**config.mk**
```make
export PLATFORM = sky130hd
export DESIGN_NAME = lc3_alu_exec
export DESIGN_NICKNAME = d
export VERILOG_FILES = /design/src/rtl/lc3_alu_exec.sv
export SDC_FILE = /design/constraint.sdc
export NUM_CORES = 1
export LEC_CHECK = 0
export CORE_MARGIN = 2
export CORE_UTILIZATION = 25
export DETAILED_ROUTE_END_ITERATION = 16
export PLACE_DENSITY = 0.47
export SYNTH_ARGS = -nofsm -noshare
export SYNTH_HDL_FRONTEND = slang
export SYNTH_SLANG_ARGS = --single-unit
export TNS_END_PERCENT = 50
```
**constraint.sdc**
```tcl
create_clock -name Clk -period 2.51 [get_ports Clk]
set_input_delay 0.502 -clock Clk [delete_from_list [all_inputs] [get_ports Clk]]
set_output_delay 0.502 -clock Clk [all_outputs]
set_load 0.02 [all_outputs]
```
**src/rtl/lc3_alu_exec.sv**
```systemverilog
// LC-3 operate-instruction execute/writeback stage (ADD/AND/NOT).
// Drives the register file read ports, waits out its read latency, then writes back and updates NZP.
`timescale 1ns/1ps
module lc3_alu_exec #(
  parameter int READ_LAT = 1
) (
  input  logic        Clk,
  input  logic        Reset_n,
  input  logic        IR_valid,
  input  logic [15:0] IR,
  output logic        IR_ready,
  output logic [2:0]  SR1_addr,
  output logic [2:0]  SR2_addr,
  input  logic [15:0] SR1_data,
  input  logic [15:0] SR2_data,
  output logic        LD_REG,
  output logic [2:0]  DR_addr,
  output logic [15:0] WB_data,
  output logic        N,
  output logic        Z,
  output logic        P,
  output logic        done,
  output logic        illegal
);

  typedef enum logic [2:0] {S_IDLE, S_READ, S_EXEC, S_WB, S_FAULT} state_t;

  localparam logic [3:0] OP_ADD = 4'b0001;
  localparam logic [3:0] OP_AND = 4'b0101;
  localparam logic [3:0] OP_NOT = 4'b1001;
  localparam logic [1:0] LAT    = 2'(READ_LAT);

  state_t      state, state_next;
  logic [1:0]  wait_cnt;
  logic [3:0]  op_q;
  logic        imm_sel_q;
  logic [4:0]  imm5_q;
  logic        op_legal;
  logic [15:0] operand_b;
  logic [15:0] alu_result;

  assign op_legal = (IR[15:12] == OP_ADD) || (IR[15:12] == OP_AND) ||
                    (IR[15:12] == OP_NOT);

  // NOTE: every combinational output gets a default first so no path leaves it unassigned (no latch).
  always_comb begin
    state_next = state;
    case (state)
      S_IDLE:  if (IR_valid) state_next = op_legal ? S_READ : S_FAULT;
      S_READ:  if (wait_cnt == 2'd1) state_next = S_EXEC;
      S_EXEC:  state_next = S_WB;
      S_WB:    state_next = S_IDLE;
      S_FAULT: state_next = S_IDLE;
      default: state_next = S_IDLE;
    endcase
  end

  always_comb begin
    operand_b = imm_sel_q ? {{11{imm5_q[4]}}, imm5_q} : SR2_data;
    case (op_q)
      OP_ADD:  alu_result = SR1_data + operand_b;
      OP_AND:  alu_result = SR1_data & operand_b;
      default: alu_result = ~SR1_data;
    endcase
  end

  // NOTE: sequential state uses non-blocking assignments so every register samples pre-edge values.
  always_ff @(posedge Clk or negedge Reset_n) begin
    if (!Reset_n) state <= S_IDLE;
    else          state <= state_next;
  end

  always_ff @(posedge Clk or negedge Reset_n) begin
    if (!Reset_n) begin
      IR_ready  <= 1'b1;
      LD_REG    <= 1'b0;
      done      <= 1'b0;
      illegal   <= 1'b0;
      SR1_addr  <= '0;
      SR2_addr  <= '0;
      DR_addr   <= '0;
      WB_data   <= '0;
      N         <= 1'b0;
      Z         <= 1'b1;
      P         <= 1'b0;
      wait_cnt  <= '0;
      op_q      <= '0;
      imm_sel_q <= 1'b0;
      imm5_q    <= '0;
    end else begin
      // Status outputs are registered copies of the state being entered.
      IR_ready <= (state_next == S_IDLE);
      LD_REG   <= (state_next == S_WB);
      done     <= (state_next == S_WB);
      illegal  <= (state_next == S_FAULT);
      case (state)
        S_IDLE: if (IR_valid) begin
          op_q      <= IR[15:12];
          imm_sel_q <= IR[5];
          imm5_q    <= IR[4:0];
          DR_addr   <= IR[11:9];
          SR1_addr  <= IR[8:6];
          SR2_addr  <= IR[2:0];
          wait_cnt  <= LAT;
        end
        S_READ: wait_cnt <= wait_cnt - 2'd1;
        S_EXEC: WB_data  <= alu_result;
        S_WB: begin
          N <= WB_data[15];
          Z <= (WB_data == 16'h0000);
          P <= !WB_data[15] && (WB_data != 16'h0000);
        end
        default: ;
      endcase
    end
  end

endmodule
```
==> results of run 1 <==
[layout make-up]
| type | count | area (µm²) |
|---|---|---|
| timing repair buffer | 138 | 1240 |
| fill | 1226 | 7390 |
| clock buffer | 5 | 125 |
| multi-input combinational | 254 | 1880 |
| inverter | 19 | 73.8 |
| clock inverter | 3 | 47.5 |
| tap | 147 | 184 |
| sequential | 43 | 1080 |
[routing by layer]
metal | vias up | track usage (%) | part of all wire [%]
li1 | 1459 | - | -
met1 | 1404 | 20.0 | 46
met3 | 6 | 1.90 | 3.2
met5 | - | 0 | 0
met4 | 0 | 3.13 | 0.97
met2 | 53 | 25.3 | 50
[final timing paths]
path,end,cells past startpoint,startpoint
worst max-delay path,WB_data[12],10,imm_sel_q
worst min-delay path,SR2_addr[1],2,Reset_n
worst max register to register,WB_data[12],10,imm_sel_q
worst min register to register,Z,2,Z
max in group asynchronous,imm_sel_q,2,Reset_n
min in group Clk,Z,2,Z
[power groups by stage]
stage                     logic (mW)  clock network, mW  registers [mW]
final                           3.88              0.774            1.33
after global routing            4.25              0.825            1.39
after CTS                       3.84              0.803            1.34
after detailed placement        3.76                  0            1.35
after global placement          3.75                  0            1.33
after floorplan                 2.12                  0            1.47
[worst max-delay path, delay by kind of cell (launching register included)]
family	cells	cell delay, ns
AO/OA/AOI/OAI	4	0.82
buffers and inverters	1	0.06
AND/OR/NAND/NOR	2	0.42
flip-flops	1	0.48
multiplexers	1	0.34
adder cells (fa/ha/maj)	2	0.36
[flip-flops by register name (all words and copies together), names as in the netlist]
register,count
SR1_addr,3
N,1
state,3
op_q,4
illegal,1
IR_ready,1
SR2_addr,2
imm5_q,3
WB_data,16
DR_addr,3
done,1
wait_cnt,2
P,1
imm_sel_q,1
Z,1
[timing repair]
action | CTS | global route
hold endpoints to repair | 0 | 0
hold buffers | 0 | 0
resized for setup | 12 | 8
pin swaps | 12 | 10
buffers inserted | 2 | 2
endpoints found under the setup margin | 9 | 10
[logic make-up (layout without fill, tap and decap cells)]
group / after synthesis / in the layout / share of synthesized area [%]
adder cells (fa/ha/maj): 18 / 18 / 7.58
multiplexers: 24 / 24 / 8.81
XOR/XNOR: 8 / 8 / 2.28
buffers and inverters: 39 / 165 / 5.95
AO/OA/AOI/OAI: 103 / 103 / 23.4
AND/OR/NAND/NOR: 101 / 101 / 16.8
flip-flops: 43 / 43 / 35.1
[layout by cell type, fill, tap and decap left out, drive strengths merged, types with 2 or more instances in the layout]
cell type	netlist	routed
o21bai	2	2
nor3b	2	2
xnor2	5	5
a22o	2	2
o21ai	34	34
nor3	6	6
nand4	2	2
dfstp	2	2
mux2	21	21
a21o	4	4
ha	17	17
nor4b	2	2
xor2	3	3
clkdlybuf4s50	0	78
nand2	47	47
inv	19	20
a21oi	28	28
o211ai	3	3
nor2b	3	3
nor4	6	6
a211oi	6	6
clkbuf	11	5
dlygate4sd2	0	2
nand3b	5	5
nor2	16	16
nand3	3	3
o21a	3	3
o2111ai	3	3
mux2i	3	3
nand2b	4	4
o221ai	3	3
or3b	2	2
dfrtp	41	41
buf	9	57
==> impl_summary.txt, run 1 <==
----------------------------------------------------
[GRT]
  Pin count of the biggest net entering global routing ... 44
  Number of global-route vias before repair ... 2,965
  Wire length of the first global-routing pass ... 15.3 mm
  Congestion Overflow GR ... 0
  Number of antenna violations at the first check in global routing ... 0
  Global-route total usage across every layer ... between 10% and 20%

[CTS]
  Insertion delay to the later sink of the worst-skew pair ... 0.29 ns
  Clock sink count ... 43
  Clock buffer count from CTS ... 5
  H-Tree Depth ... 2
  Max Buffers Root-to-Sink ... 2
  Clock tree from TritonCTS ... yes
  Register clock-pin slew on the reported worst setup and hold paths ... 0.07 ns
  Root Driver ... sky130_fd_sc_hd__clkbuf_16

[Die]
  Floorplan row count ... 40
  I/O pin count ... 83
  Die outline area ... 13,200 µm²
  Effective utilization at floorplan ... 25.6%
  Chip Width ... 115 µm
  Placeable Area ... approximately 12,000 µm²
  DIE HEIGHT ... 115 µm

[Synthesis]
  Average footprint of a synthesized cell ... 9.13 µm²
  Asr flop ratio synth ... 100%
  Netlist cell types ... about 60
  Mapped Nets ... a little over 400
  Cell with the most instances after synthesis ... sky130_fd_sc_hd__nand2_1
  Count of flip-flops with a built-in enable after synthesis ... 0
  Main synth FF type ... sky130_fd_sc_hd__dfrtp_1
  Seq cells post-synth ... 43
  Yosys top cell area share ... between 30% and 40%
  Number of cells produced by synthesis ... about 340
  Post-synthesis sequential area ratio ... 35.1%
  Most area-hungry cell type in the Yosys netlist ... sky130_fd_sc_hd__dfrtp_1
  Most frequent cells after synthesis ... 47 x sky130_fd_sc_hd__nand2_1, 41 x sky130_fd_sc_hd__dfrtp_1, 31 x sky130_fd_sc_hd__o21ai_0
  Cell area after technology mapping ... approximately 3000 µm²
  Count of warnings emitted by yosys ... 0
  Leading post-synthesis cells by cell area ... sky130_fd_sc_hd__dfrtp_1 33%, sky130_fd_sc_hd__mux2_2 7.3%, sky130_fd_sc_hd__ha_1 6.9%, sky130_fd_sc_hd__nand2_1 5.7%, sky130_fd_sc_hd__o21ai_0 5.1%

[Power and ir drop]
  Reported net switching power ... 2.55 mW
  Internal power ... between 3 and 4 mW
  Leakage power ... around 2 nW
  PD cells ... 1290 nW/µm²
  Sequential share of power ... 22.2%
  Switching share of power ... a little over two fifths
  Comb power frac ... roughly two thirds
  Part of the power in the clock network ... 12.9%
  Power consumption ... 5.99 mW
  Maximum ir drop on the vdd rail ... 367 µV

[Critical path]
  Crit path launch type ... register
  Required arrival time at the worst endpoint ... approximately 2.7 ns
  Critical path fanouts, max ... 7
  Highest-delay cell along the critical path ... sky130_fd_sc_hd__dfrtp_2
  Cell chain of the critical path ... mux2_4 -> ha_4 -> inv_4 -> fa_2 -> and2b_1 -> o2111ai_2 -> a211oi_2 -> o21a_2 -> or2_1 -> a221oi_2
  Setup slack on the worst flop-to-flop path ... -0.05 ns
  Crit. End Element ... register
  Stage delay of the slowest cell on the critical path ... ~0.48 ns
  Data arrival at the endpoint of the critical path ... 2.76 ns
  Critical path start-end classification ... reg -> reg

[Final layout]
  Post-synthesis to final-layout area growth ... 50.7%
  Utilization after layout ... between 30 and 40%
  Number of non-filler instances in the completed layout ... slightly above 600
  Fraction of final layout cells with drive strength greater than 1 ... roughly a quarter
  Post-layout nets ... 530
  Fin area ... 4620 µm²
  Inserted Diodes ... 0

[Route]
  Number of search-and-repair iterations in the first detailed-routing pass ... 4
  Number of DRC markers in iteration 0 ... 112
  Drt total wl ... 9.36 mm
  Routed length per placed instance ... 15.4 µm
  Number of vias after detailed routing ... 2,922
  Remaining routing DRC violations ... 0
  Remaining number of nets flagged by the antenna check after routing ... 0
  Detail-routed via count per cell ... between 4 and 5

[Place]
  Worst slack at placement ... -0.515 ns
  Placed inst area ... 4370 µm²
  HPWL reported at the end of detailed placement ... 7.45 mm
  Weighted congestion reported at the end of routability-driven placement ... 0.836
  Port Buf Inserts ... 82
  Cell total after placement ... about 600

[STA]
  Total Neg Setup Slack ... -0.119 ns
  Smallest hold slack ... 0.289 ns
  Period utilization ... 102%
  Final worst slack ... -0.0494 ns
  Max Clock Freq ... roughly 390 MHz
  Number of pins exceeding their max-slew limit in the final report ... 0
  Worst-Margin Slew ... ~0.60 ns
  Setup violation total in the final timing report ... 3
  Final-report hold violation count ... 0
  RSZ-0062 raised after global routing ... yes
  Min Tclk post-route ... 2.56 ns
  Worst slew margin ... 60.1%
  Worst clock skew on the final layout ... approximately 0.0041 ns

[Worst hold path]
  Hold crit path type ... in -> async

[Outcome]
  Violated checks ... negative setup slack
  Run status ... complete, but fails checks

[Flow run]
  Max-Cap Viols ... 0

----------------------------------------------------
Power figures use the tool's default switching activity.
==> run 2, diff against run 1 <==
ABC_CLOCK_PERIOD_IN_PS = 2510   (was unset)
CORE_MARGIN = unset   (was 2)
==> run 2 against run 1 <==
Against the previous run: the run still ends with negative setup slack left; flip-flop and latch count unchanged; non-clock buffer count increased by 12; sequential share of layout area decreased by 0.90 points; worst hold slack got worse by 0.0030 ns; worst setup slack got worse by 0.063 ns; first-iteration DRC count increased by 24%; clock skew increased by 0.0026 ns; core utilization increased by 1.5 points; via count increased by 3.0%; sequential power increased by 4%; die area decreased by 3.5%; critical path type is now in -> reg; largest cell class unchanged.
==> impl_summary.txt, run 2 (same netlist as run 1, synthesis figures left out) <==
----------------------------------------------------
[Critical path]
  Crit path launch type ... input pin
  Critical path fanouts, max ... 5
  Critical path startpoint ... SR2_data[1]
  Data arrival at the endpoint of the critical path ... about 2.8 ns
  Setup slack on the worst flop-to-flop path ... -0.10 ns
  Required arrival time at the worst endpoint ... 2.69 ns
  R2R cell count ... 11
  Crit. End Element ... register
  Critical path start-end classification ... in -> reg
  Endpoint of the most critical register-to-register path ... WB_data[10]
  Startpoint of the worst-slack reg-to-reg timing path ... imm_sel_q

[Route]
  Number of vias after detailed routing ... roughly 3,000
  Number of search-and-repair iterations in the first detailed-routing pass ... 4
  Remaining routing DRC violations ... 0
  Detail-routed via count per cell ... around 4.8
  Drt total wl ... 9.63 mm
  Number of DRC markers in iteration 0 ... 139
  Remaining number of nets flagged by the antenna check after routing ... 0
  Routed length per placed instance ... 15.5 µm

[Die]
  Placeable Area ... about 12,000 µm²
  Die outline area ... 12,700 µm²
  DIE HEIGHT ... 113 µm
  Effective utilization at floorplan ... between 20% and 30%
  I/O pin count ... 83
  Chip Width ... 113 µm
  Floorplan row count ... 40

[Place]
  Weighted congestion reported at the end of routability-driven placement ... 0.844
  Placed inst area ... about 4400 µm²
  HPWL reported at the end of detailed placement ... 7.38 mm
  Worst slack at placement ... -0.545 ns
  Cell total after placement ... 596
  Port Buf Inserts ... between 80 and 90

[STA]
  Worst-Margin Slew ... 0.674 ns
  Smallest hold slack ... ~0.29 ns
  Period utilization ... 104%
  Final worst slack ... -0.113 ns
  Worst clock skew on the final layout ... 0.00669 ns
  RSZ-0062 raised after global routing ... yes
  Final-report hold violation count ... 0
  Worst slew margin ... between 50% and 60%
  Number of pins exceeding their max-slew limit in the final report ... 0
  Max Clock Freq ... 381 MHz
  Total Neg Setup Slack ... -0.272 ns
  Min Tclk post-route ... 2.62 ns
  Setup violation total in the final timing report ... 5

[Final layout]
  Leading cell type in the layout, fill and taps excluded ... sky130_fd_sc_hd__clkdlybuf4s50_1
  Largest registers ... WB_data (16), op_q (4)
  Fin area ... 4810 µm²
  Utilization after layout ... 40.0%
  Inserted Diodes ... 0
  Post-synthesis to final-layout area growth ... 56.7%
  Flip-flop count of the largest register, all copies and words added ... 16
  Post-layout nets ... 542
  Number of non-filler instances in the completed layout ... between 600 and 700
  Fraction of final layout cells with drive strength greater than 1 ... roughly 28%
  Largest Register ... WB_data
  Highest-count cells in the layout ignoring fill and taps ... 79 x sky130_fd_sc_hd__clkdlybuf4s50_1, 61 x sky130_fd_sc_hd__buf_4, 46 x sky130_fd_sc_hd__nand2_1

[Power and ir drop]
  Power consumption ... 6.32 mW
  Maximum ir drop on the vdd rail ... 476 µV
  Leakage power ... 2.07 nW
  PD cells ... 1310 nW/µm²

[CTS]
  Clock buffer count from CTS ... 5
  Hold Buf Count CTS ... 0
  Clock sink count ... 43
  Register clock-pin slew on the reported worst setup and hold paths ... ~0.070 ns
  Max Buffers Root-to-Sink ... 2
  Clock tree from TritonCTS ... yes
  Insertion delay to the later sink of the worst-skew pair ... 0.29 ns
  Root Driver ... sky130_fd_sc_hd__clkbuf_16
  H-Tree Depth ... 2

[GRT]
  Number of global-route vias before repair ... 2,935
  Congestion Overflow GR ... 0
  Most utilized layer in the global route result ... met2
  Number of antenna violations at the first check in global routing ... 0
  GRT met1 Usage ... 20.4%
  GR met3 Demand/Resource ... 1.29%
  Met2 Track Usage GR ... around a quarter
  Global-route total usage across every layer ... 15.0%
  Wire length of the first global-routing pass ... 14.9 mm
  Pin count of the biggest net entering global routing ... 44

[Flow run]
  Max-Cap Viols ... 0

[Outcome]
  Run status ... complete, but fails checks
  Violated checks ... negative setup slack

[Worst hold path]
  Hold crit path type ... in -> async

----------------------------------------------------
[run 2: cell types whose count changed in the layout (fill, tap and decap cells not counted), sizes merged]
cell,before,now
buf,57,68
bufinv,1,0
clkbuf,5,6
clkdlybuf4s50,78,79
dlymetal6s2s,1,0
inv,20,21
[run 2: repair_timing]
| action | 4_1_cts | 5_1_grt |
|---|---|---|
| gates resized for setup | 10 | 30 |
| setup endpoints to repair | 8 | 10 |
| cloned | 0 | 1 |
| setup buffers | 4 | 12 |
| pin swaps | 11 | 16 |
[run 2: worst max-delay path, cell delays in order]
cell	delay, ns
sky130_fd_sc_hd__clkdlybuf4s50_1	0.45
sky130_fd_sc_hd__mux2i_1	0.08
sky130_fd_sc_hd__buf_4	0.15
sky130_fd_sc_hd__fa_2	0.39
sky130_fd_sc_hd__and2b_1	0.23
sky130_fd_sc_hd__o2111ai_2	0.16
sky130_fd_sc_hd__a211oi_2	0.27
sky130_fd_sc_hd__o21a_2	0.21
sky130_fd_sc_hd__buf_4	0.13
sky130_fd_sc_hd__nor4_1	0.04
sky130_fd_sc_hd__o22a_1	0.18
[run 2: where the power goes]
part           total (mW)  internal [mW]  switching, mW
clock               0.699          0.379          0.320
combinational        4.25           2.21           2.04
sequential           1.38           1.02          0.356
[run 2: layout make-up]
class,instances,area (µm²)
fill,1232,7200
tap,147,184
inverter,19,73.8
clock buffer,5,125
clock inverter,3,26.3
timing repair buffer,150,1390
multi-input combinational,254,1940
sequential,43,1080
[run 2: how the worst max path moves through the flow]
| stage | slack (ns) | endpoint |
|---|---|---|
| floorplan | 0.0008 | WB_data[12] |
| global placement | -0.51 | WB_data[12] |
| detailed placement | -0.55 | WB_data[12] |
| CTS | -0.12 | WB_data[12] |
| global route | -0.23 | WB_data[10] |
| finish | -0.11 | WB_data[10] |
[run 2: metal layers]
layer  vias up  wire length [µm]
met5         -                 0
met4         0               191
met3        12               247
met2        53              4650
met1      1456              4540
li1       1490                 -
